`config.mk`:
```
export PLATFORM = sky130hd
export DESIGN_NAME = mips_mc_control
export DESIGN_NICKNAME = d
export VERILOG_FILES = /design/src/rtl/mips_pkg.sv /design/src/rtl/mips_mc_outdec.sv /design/src/rtl/mips_mc_control.sv
export SDC_FILE = /design/constraint.sdc
export NUM_CORES = 1
export LEC_CHECK = 0
export ABC_AREA = 1
export BUFFER_PORTS_ARGS = -buffer_cell sky130_fd_sc_hd__buf_2
export CELL_PAD_IN_SITES_DETAIL_PLACEMENT = 0
export CELL_PAD_IN_SITES_GLOBAL_PLACEMENT = 1
export CORE_MARGIN = 2
export CORE_UTILIZATION = 30
export DETAILED_ROUTE_END_ITERATION = 10
export PLACE_DENSITY_LB_ADDON = 0.1
export SYNTH_ARGS = -nofsm -noshare
export SYNTH_HDL_FRONTEND = slang
export SYNTH_SLANG_ARGS = --single-unit
```
`constraint.sdc`:
```
create_clock -name clk -period 2.3 [get_ports clk]
set_input_delay 0.23 -clock clk [delete_from_list [all_inputs] [get_ports clk]]
set_output_delay 0.23 -clock clk [all_outputs]
set_load 0.1 [all_outputs]
```
`src/rtl/mips_pkg.sv`:
```
// Shared encodings for the multi-cycle MIPS control path: opcodes, FSM states,
// mux selects and the control-output bundle.
package mips_pkg;

    localparam logic [5:0] OP_RTYPE = 6'b000000;
    localparam logic [5:0] OP_LW    = 6'b100011;
    localparam logic [5:0] OP_SW    = 6'b101011;
    localparam logic [5:0] OP_BEQ   = 6'b000100;
    localparam logic [5:0] OP_BNE   = 6'b000101;
    localparam logic [5:0] OP_ADDI  = 6'b001000;
    localparam logic [5:0] OP_J     = 6'b000010;
    localparam logic [5:0] OP_JAL   = 6'b000011;

    typedef enum logic [3:0] {
        S_FETCH  = 4'd0,
        S_DECODE = 4'd1,
        S_MEMADR = 4'd2,
        S_MEMRD  = 4'd3,
        S_MEMWB  = 4'd4,
        S_MEMWR  = 4'd5,
        S_EXEC   = 4'd6,
        S_ALUWB  = 4'd7,
        S_BRANCH = 4'd8,
        S_ADDIEX = 4'd9,
        S_ADDIWB = 4'd10,
        S_JUMP   = 4'd11,
        S_JAL    = 4'd12
    } state_t;

    localparam logic [1:0] ALU_ADD   = 2'b00;
    localparam logic [1:0] ALU_SUB   = 2'b01;
    localparam logic [1:0] ALU_FUNCT = 2'b10;

    localparam logic [1:0] RD_RT = 2'b00;
    localparam logic [1:0] RD_RD = 2'b01;
    localparam logic [1:0] RD_RA = 2'b10;

    localparam logic [1:0] M2R_ALUOUT = 2'b00;
    localparam logic [1:0] M2R_MDR    = 2'b01;
    localparam logic [1:0] M2R_PC     = 2'b10;

    localparam logic [1:0] SRCB_B     = 2'b00;
    localparam logic [1:0] SRCB_4     = 2'b01;
    localparam logic [1:0] SRCB_IMM   = 2'b10;
    localparam logic [1:0] SRCB_IMMSH = 2'b11;

    localparam logic [1:0] PCS_ALU    = 2'b00;
    localparam logic [1:0] PCS_ALUOUT = 2'b01;
    localparam logic [1:0] PCS_JUMP   = 2'b10;

    typedef struct packed {
        logic       pcen;
        logic       iord;
        logic       memread;
        logic       memwrite;
        logic       irwrite;
        logic       regwrite;
        logic [1:0] regdst;
        logic [1:0] memtoreg;
        logic       alusrca;
        logic [1:0] alusrcb;
        logic [1:0] aluop;
        logic [1:0] pcsource;
        logic       illegal;
        logic       instrdone;
    } ctrl_t;

    // DECODE dispatch; an unsupported opcode falls back to FETCH.
    function automatic state_t decode_next(input logic [5:0] op);
        case (op)
            OP_LW, OP_SW:    decode_next = S_MEMADR;
            OP_RTYPE:        decode_next = S_EXEC;
            OP_BEQ, OP_BNE:  decode_next = S_BRANCH;
            OP_ADDI:         decode_next = S_ADDIEX;
            OP_J:            decode_next = S_JUMP;
            OP_JAL:          decode_next = S_JAL;
            default:         decode_next = S_FETCH;
        endcase
    endfunction

endpackage

```
`src/rtl/mips_mc_outdec.sv`:
```
// Combinational control decode: Moore outputs per state, plus the Zero-driven
// branch enable and the live-opcode Illegal flag in DECODE.
module mips_mc_outdec
    import mips_pkg::*;
(
    input  state_t     state,
    input  logic [5:0] opcode,
    input  logic [5:0] op_q,
    input  logic       zero,
    output ctrl_t      ctrl
);

    always_comb begin
        ctrl = '0;
        case (state)
            S_FETCH: begin
                ctrl.memread  = 1'b1;
                ctrl.irwrite  = 1'b1;
                ctrl.alusrcb  = SRCB_4;
                ctrl.aluop    = ALU_ADD;
                ctrl.pcsource = PCS_ALU;
                ctrl.pcen     = 1'b1;
            end
            S_DECODE: begin
                ctrl.alusrcb = SRCB_IMMSH;
                ctrl.illegal = (decode_next(opcode) == S_FETCH);
            end
            S_MEMADR, S_ADDIEX: begin
                ctrl.alusrca = 1'b1;
                ctrl.alusrcb = SRCB_IMM;
            end
            S_MEMRD: begin
                ctrl.memread = 1'b1;
                ctrl.iord    = 1'b1;
            end
            S_MEMWB: begin
                ctrl.regwrite  = 1'b1;
                ctrl.regdst    = RD_RT;
                ctrl.memtoreg  = M2R_MDR;
                ctrl.instrdone = 1'b1;
            end
            S_MEMWR: begin
                ctrl.memwrite  = 1'b1;
                ctrl.iord      = 1'b1;
                ctrl.instrdone = 1'b1;
            end
            S_EXEC: begin
                ctrl.alusrca = 1'b1;
                ctrl.alusrcb = SRCB_B;
                ctrl.aluop   = ALU_FUNCT;
            end
            S_ALUWB: begin
                ctrl.regwrite  = 1'b1;
                ctrl.regdst    = RD_RD;
                ctrl.memtoreg  = M2R_ALUOUT;
                ctrl.instrdone = 1'b1;
            end
            S_BRANCH: begin
                ctrl.alusrca   = 1'b1;
                ctrl.alusrcb   = SRCB_B;
                ctrl.aluop     = ALU_SUB;
                ctrl.pcsource  = PCS_ALUOUT;
                ctrl.pcen      = (op_q == OP_BNE) ? ~zero : zero;
                ctrl.instrdone = 1'b1;
            end
            S_ADDIWB: begin
                ctrl.regwrite  = 1'b1;
                ctrl.regdst    = RD_RT;
                ctrl.memtoreg  = M2R_ALUOUT;
                ctrl.instrdone = 1'b1;
            end
            S_JUMP: begin
                ctrl.pcen      = 1'b1;
                ctrl.pcsource  = PCS_JUMP;
                ctrl.instrdone = 1'b1;
            end
            S_JAL: begin
                // PC already advanced in FETCH, so writing PC links the return address.
                ctrl.pcen      = 1'b1;
                ctrl.pcsource  = PCS_JUMP;
                ctrl.regwrite  = 1'b1;
                ctrl.regdst    = RD_RA;
                ctrl.memtoreg  = M2R_PC;
                ctrl.instrdone = 1'b1;
            end
            default: ctrl = '0;
        endcase
    end

endmodule

```
`src/rtl/mips_mc_control.sv`:
```
// Multi-cycle MIPS control FSM: state register, opcode latched in DECODE,
// retired-instruction counter; output decode lives in mips_mc_outdec.
module mips_mc_control
    import mips_pkg::*;
(
    input  logic        clk,
    input  logic        reset,
    input  logic [5:0]  Opcode,
    input  logic        Zero,
    output logic        PCEn,
    output logic        IorD,
    output logic        MemRead,
    output logic        MemWrite,
    output logic        IRWrite,
    output logic        RegWrite,
    output logic [1:0]  RegDst,
    output logic [1:0]  MemtoReg,
    output logic        ALUSrcA,
    output logic [1:0]  ALUSrcB,
    output logic [1:0]  ALUOp,
    output logic [1:0]  PCSource,
    output logic        Illegal,
    output logic        InstrDone,
    output logic [31:0] InstRet,
    output logic [3:0]  State
);

    state_t      state;
    logic [5:0]  op_q;
    logic [31:0] instret_q;
    ctrl_t       ctrl;

    mips_mc_outdec u_outdec (
        .state  (state),
        .opcode (Opcode),
        .op_q   (op_q),
        .zero   (Zero),
        .ctrl   (ctrl)
    );

    always_ff @(posedge clk) begin
        if (reset) begin
            state     <= S_FETCH;
            op_q      <= '0;
            instret_q <= '0;
        end else begin
            if (ctrl.instrdone)
                instret_q <= instret_q + 32'd1;
            case (state)
                S_FETCH:  state <= S_DECODE;
                S_DECODE: begin
                    op_q  <= Opcode;
                    state <= decode_next(Opcode);
                end
                S_MEMADR: state <= (op_q == OP_SW) ? S_MEMWR : S_MEMRD;
                S_MEMRD:  state <= S_MEMWB;
                S_EXEC:   state <= S_ALUWB;
                S_ADDIEX: state <= S_ADDIWB;
                default:  state <= S_FETCH;
            endcase
        end
    end

    // Side-effecting strobes are held off during reset so an abandoned
    // instruction cannot touch PC, IR, memory or the register file.
    assign PCEn      = ctrl.pcen      & ~reset;
    assign MemRead   = ctrl.memread   & ~reset;
    assign MemWrite  = ctrl.memwrite  & ~reset;
    assign IRWrite   = ctrl.irwrite   & ~reset;
    assign RegWrite  = ctrl.regwrite  & ~reset;
    assign Illegal   = ctrl.illegal   & ~reset;
    assign InstrDone = ctrl.instrdone & ~reset;

    assign IorD     = ctrl.iord;
    assign RegDst   = ctrl.regdst;
    assign MemtoReg = ctrl.memtoreg;
    assign ALUSrcA  = ctrl.alusrca;
    assign ALUSrcB  = ctrl.alusrcb;
    assign ALUOp    = ctrl.aluop;
    assign PCSource = ctrl.pcsource;
    assign InstRet  = instret_q;
    assign State    = state;

endmodule

```
==> summary.md, run 1 <==
| Metric | Value |
|---|---|
| Clk buf depth | `2` |
| Unique cell type count in the Yosys netlist | `34` |
| Die area | `9419 um^2` |
| Die width | `97.05 um` |
| WL/cell | `13.25 um` |
| Static leakage | `1.498 nW` |
| Finished Cell Area | `3281 um^2` |
| First-pass GRT wire length | `13190 um` |
| Io pins | `64` |
| Mapped Cells | `422` |
| Critical path buffers and inverters | `3` |
| Initial antenna violation count | `0` |
| R2r setup slk | `580 ps` |
| Area Overhead vs Synth | `26.30%` |
| Post-synth top flop | `dfxtp_1` |
| Worst Tran Pin Value | `587.4 ps` |
| GPL Wtd Cong | `0.8183` |
| Period utilization | `91.66%` |
| Max Fclk | `0.4743 GHz` |
| Via density | `4.726` |
| # rows | `33` |
| Setup CP Type | `reg2out` |
| Yosys top cell by area | `dfxtp_1` |
| Syn. warnings | `0` |
| # nets final | `496` |
| # port buffers | `63` |
| Pin count of the biggest net entering global routing | `23` |
| DRT Wirelength | `7842 um` |
| Grt ovf | `0` |
| Number of synthesized flops with an enable pin | `0` |
| Synthesized area | `2597 um^2` |
| Reg clk slew, reported paths | `90 ps` |
| Crit path arrival time | `1880 ps` |
| Seq/Total Area, Yosys | `32.37%` |
| Synth cell count leaders | `nand2_1 (107), nor2_1 (73), inv_1 (50)` |
| Critical Path Sink Type | `output pin` |
| Diode count | `0` |
| Worst vdd ir | `242.2 uV` |
| Max Clock Skew | `3.839 ps` |
| Crit path max-delay cell type | `buf_2` |
| Largest family of logic cells by synthesized area | `simple AND/OR/NAND/NOR gates` |
| Final Hold Fails | `0` |
| Hold crit path type | `in2reg` |
| Vias in the first global route | `2617` |
| Post-layout min period | `2108 ps` |
| Post-synthesis mux area share | `0%` |
| Xor and xnor area share after synthesis | `0.6744%` |
| Antenna Nets Post-Route | `0` |
| Cts bufs inserted | `5` |
| Detail Placement HPWL | `6052 um` |
| Slew margin rel. | `60.75%` |
| RSZ-0062 raised after global routing | `false` |
| PwrDens | `535.3 nW/um^2` |
| DP Area | `3143 um^2` |
| Layout cells sized above 1 | `24.64%` |
| Cts repair resizes | `0` |
| Most common cell in the netlist | `nand2_1` |
| Clock root cell | `clkbuf_8` |
| Clock Latency Late Sink | `300 ps` |
| Dominant cells by area after synthesis | `dfxtp_1 (32%), nand2_1 (15%), nor2_1 (11%)` |
| Crit-path cells | `inv_2 > nand2_1 > nor2_1 > inv_1 > a21oi_2 > buf_2` |
| Post-Syn Nets | `432` |
| 1st-iter DRT viols | `105` |
| Yosys reg bits | `42` |
| Gr usage total | `17.04%` |
| Post-route DRC | `0` |
| CP max FO | `6` |
| Synth Area in Adders | `0.4817%` |
| H-tree lvl count | `2` |
| Syn_area_per_cell | `6.155 um^2` |
| CP required | `2070 ps` |
| Max-slew violations | `0` |
| Die Y-Extent | `97.05 um` |
| Status | `finished clean` |
| Largest stage delay, worst path | `430 ps` |
| Post-CTS setup buffers | `0` |
| First-pass detailed-route iteration total | `4` |
| Post-cts hold buffer count | `0` |
| Initial Util | `31.30%` |
| Max-Cap Viols | `0` |
| CP Launch Type | `flop` |
| Core area | `8299 um^2` |
| Pre-CTS setup slack | `525.8 ps` |
| Share of the synthesized area in the top cell type | `32.37%` |
| Asr flop ratio synth | `0%` |
| Critical path's top delay family | `buffers and inverters` |
| Post-synthesis compound-gate area fraction | `11.08%` |
| Synth Area in Simple Gates | `45.33%` |
| Final setup vio count | `0` |
| Vias | `2798` |
| PnR worst setup slack | `191.8 ps` |
| Clk sinks | `42` |
| CTS tree | `done` |
## per-stage QoR
stage	TNS (ps)	hold WS [ps]	instances	power (mW)	utilization, %
after floorplan	-64.25	364.9	422	0.9880	-
after CTS	0	197.2	592	1.779	39.53
after detailed placement	0	450.5	584	1.050	37.87
final	0	203.1	592	1.756	39.53
after global routing	0	201.2	592	1.831	39.53
after global placement	0	434.6	584	1.050	37.87
## cell families (layout without fill, tap and decap cells)
logic type               Yosys count  in the layout
buffers and inverters             65            130
AO/OA/AOI/OAI                     56             56
flip-flops                        42             42
adder cells (fa/ha/maj)            1              1
XOR/XNOR                           2              2
AND/OR/NAND/NOR                  256            256
## state kept, by name (all words and copies together) (netlist names)
| signal | flops |
|---|---|
| InstRet | 32 |
| op_q | 6 |
| State | 4 |
## where the power goes
part	leakage, nW	total, mW	internal, mW	switching, mW
Sequential	0.344	0.754	0.741	0.0134
Combinational	1.09	0.277	0.0579	0.219
Clock	0.0683	0.725	0.435	0.290
Total	1.50	1.76	1.23	0.522
## cells in the final DEF, fill, tap and decap left out, types with 5 or more instances in the layout
master	instances
a21oi_1	29
o21ai_1	7
nand2_1	106
nand3_1	24
nor2_2	10
clkbuf_8	5
dfxtp_1	36
inv_1	50
buf_2	61
nor2_4	7
inv_2	5
nor3_1	7
nand4_1	11
nor2_1	67
o21ai_0	13
## per-layer routing
metal	wire length [um]	vias up	track usage (%)
met5	0	-	0
met4	75	0	3.575
met3	327	7	3.525
met2	3532	47	27.03
met1	3907	1263	23.96
li1	-	1481	-
## worst min-delay path, stage by stage
cell,delay (ps)
buf_2,110
inv_1,70
a21oi_1,60
## cell type report
cell class	instances	area [um^2]
multi-input cells	315	1572
fillers	946	5019
repair buffers	67	375.4
flip-flops and latches	42	858.3
clock inverters	3	68.82
well taps	105	131.4
clock buffers	5	68.82
inverters	55	206.4
## final timing paths
path / startpoint / endpoint / depth (start not counted)
setup / recovery: State[0] / MemRead / 6
hold / removal: Opcode[4] / op_q[4] / 3
setup reg to reg: State[2] / InstRet[12] / 8
hold reg to reg: InstRet[0] / InstRet[0] / 1
Note: power is estimated with default switching activity, not from simulation.
==> run 2, diff against run 1 <==
Settings changed: ABC_AREA 1 to unset.
==> run 2 against run 1 <==
Net effect:
- maximum frequency decreased by 3.2%
- first-iteration DRC count decreased by 12%
- non-clock buffer count increased by 7
- sequential cell count unchanged
- critical endpoint unchanged
- largest cell class unchanged
==> summary.md, run 2 <==
| Metric | Value |
|---|---|
| Clk sinks | `42` |
| RSZ-0062 raised after global routing | `false` |
| Largest stage delay, worst path | `470 ps` |
| Max-Cap Viols | `0` |
| CP required | `2070 ps` |
| Share of the synthesized area in the top cell type | `37.46%` |
| Post-layout min period | `2177 ps` |
| Die width | `90.50 um` |
| Crit path arrival time | `1950 ps` |
| Gr usage total | `14.69%` |
| First-pass GRT wire length | `10040 um` |
| Syn_area_per_cell | `8.045 um^2` |
| Final Util | `41.50%` |
| Asr flop ratio synth | `0%` |
| Clock share of power | `33.8%` |
| # rows | `31` |
| Critical Path Sink Type | `output pin` |
| Status | `finished clean` |
| Final std cells w/o fill | `442` |
| Leading cell type in the layout, fill and taps excluded | `buf_2` |
| Clock Latency Late Sink | `290 ps` |
| Diode count | `0` |
| Max reg flops | `32` |
| Placed cells | `434` |
| Worst vdd ir | `184.5 uV` |
| Core area | `7253 um^2` |
| Layout cells sized above 1 | `38.48%` |
| Yosys top cell by area | `dfxtp_1` |
| Slew margin rel. | `50.61%` |
| Vias | `2199` |
| Grt ovf | `0` |
| Number of synthesized flops with an enable pin | `0` |
| CTS tree | `done` |
| Initial antenna violation count | `0` |
| Crit path max-delay cell type | `buf_2` |
| Fillers | `796` |
| Via density | `4.975` |
| First-pass detailed-route iteration total | `4` |
| Worst Tran Pin Value | `740.9 ps` |
| Post-synth top flop | `dfxtp_1` |
| Final setup vio count | `0` |
| PnR Total Power | `1.465 mW` |
| Detail Placement HPWL | `4358 um` |
| Io pins | `64` |
| Post-Syn Nets | `289` |
| Period utilization | `94.67%` |
| Initial Util | `30.95%` |
| Setup CP Type | `reg2out` |
| Synth cell count leaders | `dfxtp_1 (42), nor2_1 (39), a21oi_1 (17), nand2_1 (17), xor2_1 (14)` |
| Post-CTS setup buffers | `0` |
| Yosys reg bits | `42` |
| Hold crit path type | `in2reg` |
| # nets final | `352` |
| Post-cts hold buffer count | `0` |
| 1st-iter DRT viols | `92` |
| Final Hold Fails | `0` |
| Clk buf depth | `2` |
| Pin count of the biggest net entering global routing | `28` |
| GPL Wtd Cong | `0.7368` |
| Clock root cell | `clkbuf_8` |
| Mapped Cells | `279` |
| Max-slew violations | `0` |
| Post-route DRC | `0` |
| Seq/Total Area, Yosys | `37.46%` |
| CP Launch Type | `flop` |
| Vias in the first global route | `2004` |
| CP max FO | `15` |
| Max Clock Skew | `2.827 ps` |
| Sequential share of power | `50.4%` |
| # port buffers | `63` |
| P_int | `1.034 mW` |
| Combinational share of power | `15.8%` |
| Reg clk slew, reported paths | `80 ps` |
| Cts repair resizes | `0` |
| Die area | `8190 um^2` |
| Crit-path cells | `or2_2 > a2111oi_4 > buf_2` |
| Max Fclk | `0.4592 GHz` |
| Dominant cells by area after synthesis | `dfxtp_1 (37%), nor2_1 (6.5%), xor2_1 (5.5%)` |
| DRT Wirelength | `5952 um` |
| Die Y-Extent | `90.50 um` |
| Most frequent cells in the layout | `buf_2 (61), nor2_1 (33), nand2_1 (17)` |
| Syn. warnings | `0` |
| PwrDens | `486.5 nW/um^2` |
| Most common cell in the netlist | `dfxtp_1` |
| Unique cell type count in the Yosys netlist | `43` |
| Static leakage | `1.165 nW` |
| H-tree lvl count | `2` |
| Area Overhead vs Synth | `34.11%` |
| Sw Pwr | `430.2 uW` |
| Cts bufs inserted | `5` |
| Synthesized area | `2245 um^2` |
| Antenna Nets Post-Route | `0` |
| Switching Fraction | `29.37%` |
| WL/cell | `13.47 um` |
[run 2: layout make-up]
| cell class | count | area (um^2) | area share (%) |
|---|---|---|---|
| Clock buffer | 8 | 90.09 | 2.993 |
| Tap cell | 99 | 123.9 | 4.115 |
| Multi-Input combinational cell | 215 | 1451 | 48.21 |
| Inverter | 4 | 15.01 | 0.4988 |
| Sequential cell | 42 | 902.1 | 29.97 |
| Timing Repair Buffer | 74 | 427.9 | 14.21 |
[run 2: kinds of logic (layout without fill, tap and decap cells)]
logic type,count (synthesis),after routing,share of synthesized area [%]
AND/OR/NAND/NOR,140,140,33.00
buffers and inverters,22,86,4.570
XOR/XNOR,23,23,8.975
multiplexers,7,7,3.122
AO/OA/AOI/OAI,44,44,12.32
flip-flops,42,42,37.46
adder cells (fa/ha/maj),1,1,0.5573
[run 2: power by group through the flow]
| stage | logic [mW] | clock network (mW) | registers (mW) |
|---|---|---|---|
| after CTS | 0.234 | 0.518 | 0.737 |
| after detailed placement | 0.234 | 0 | 0.755 |
| final | 0.232 | 0.495 | 0.738 |
| after global placement | 0.234 | 0 | 0.754 |
| after floorplan | 0.177 | 0 | 0.768 |
| after global routing | 0.245 | 0.548 | 0.740 |
[run 2: worst paths after layout]
| path | start | end | slack, ps | cells after the start |
|---|---|---|---|---|
| worst max-delay path | State[1] | MemRead | 120 | 3 |
| worst min-delay path | Opcode[4] | op_q[4] | 240 | 3 |
| worst max register to register | State[0] | InstRet[25] | 150 | 6 |
| worst min register to register | op_q[4] | op_q[4] | 490 | 2 |
[run 2: metal layers]
metal / vias to the layer above / part of all wire [%] / global-route usage [%]
li1: 1125 / - / -
met3: 7 / 4.9 / 3.506
met2: 45 / 44 / 21.95
met5: - / 0 / 0
met1: 1022 / 51 / 21.28
met4: 0 / 0.94 / 3.462
[run 2: worst max-delay path, delay by kind of cell, from the launching register on]
| family | cells | cell delay, ps |
|---|---|---|
| and+or+nand+nor | 1 | 420 |
| AOI/OAI and AO/OA | 1 | 360 |
| DFF | 1 | 400 |
| buffers and inverters | 1 | 470 |
[run 2: metrics by stage]
stage	instance area, um^2	hold WS (ps)	worst slack [ps]	TNS (ps)
global placement	2914	465.6	229.1	0
global route	3010	236.6	36.07	0
CTS	3004	235.6	13.37	0
floorplan	2471	309.3	-217.7	-1145
detailed placement	2914	472.1	169.8	0
finish	3010	235.7	122.5	0
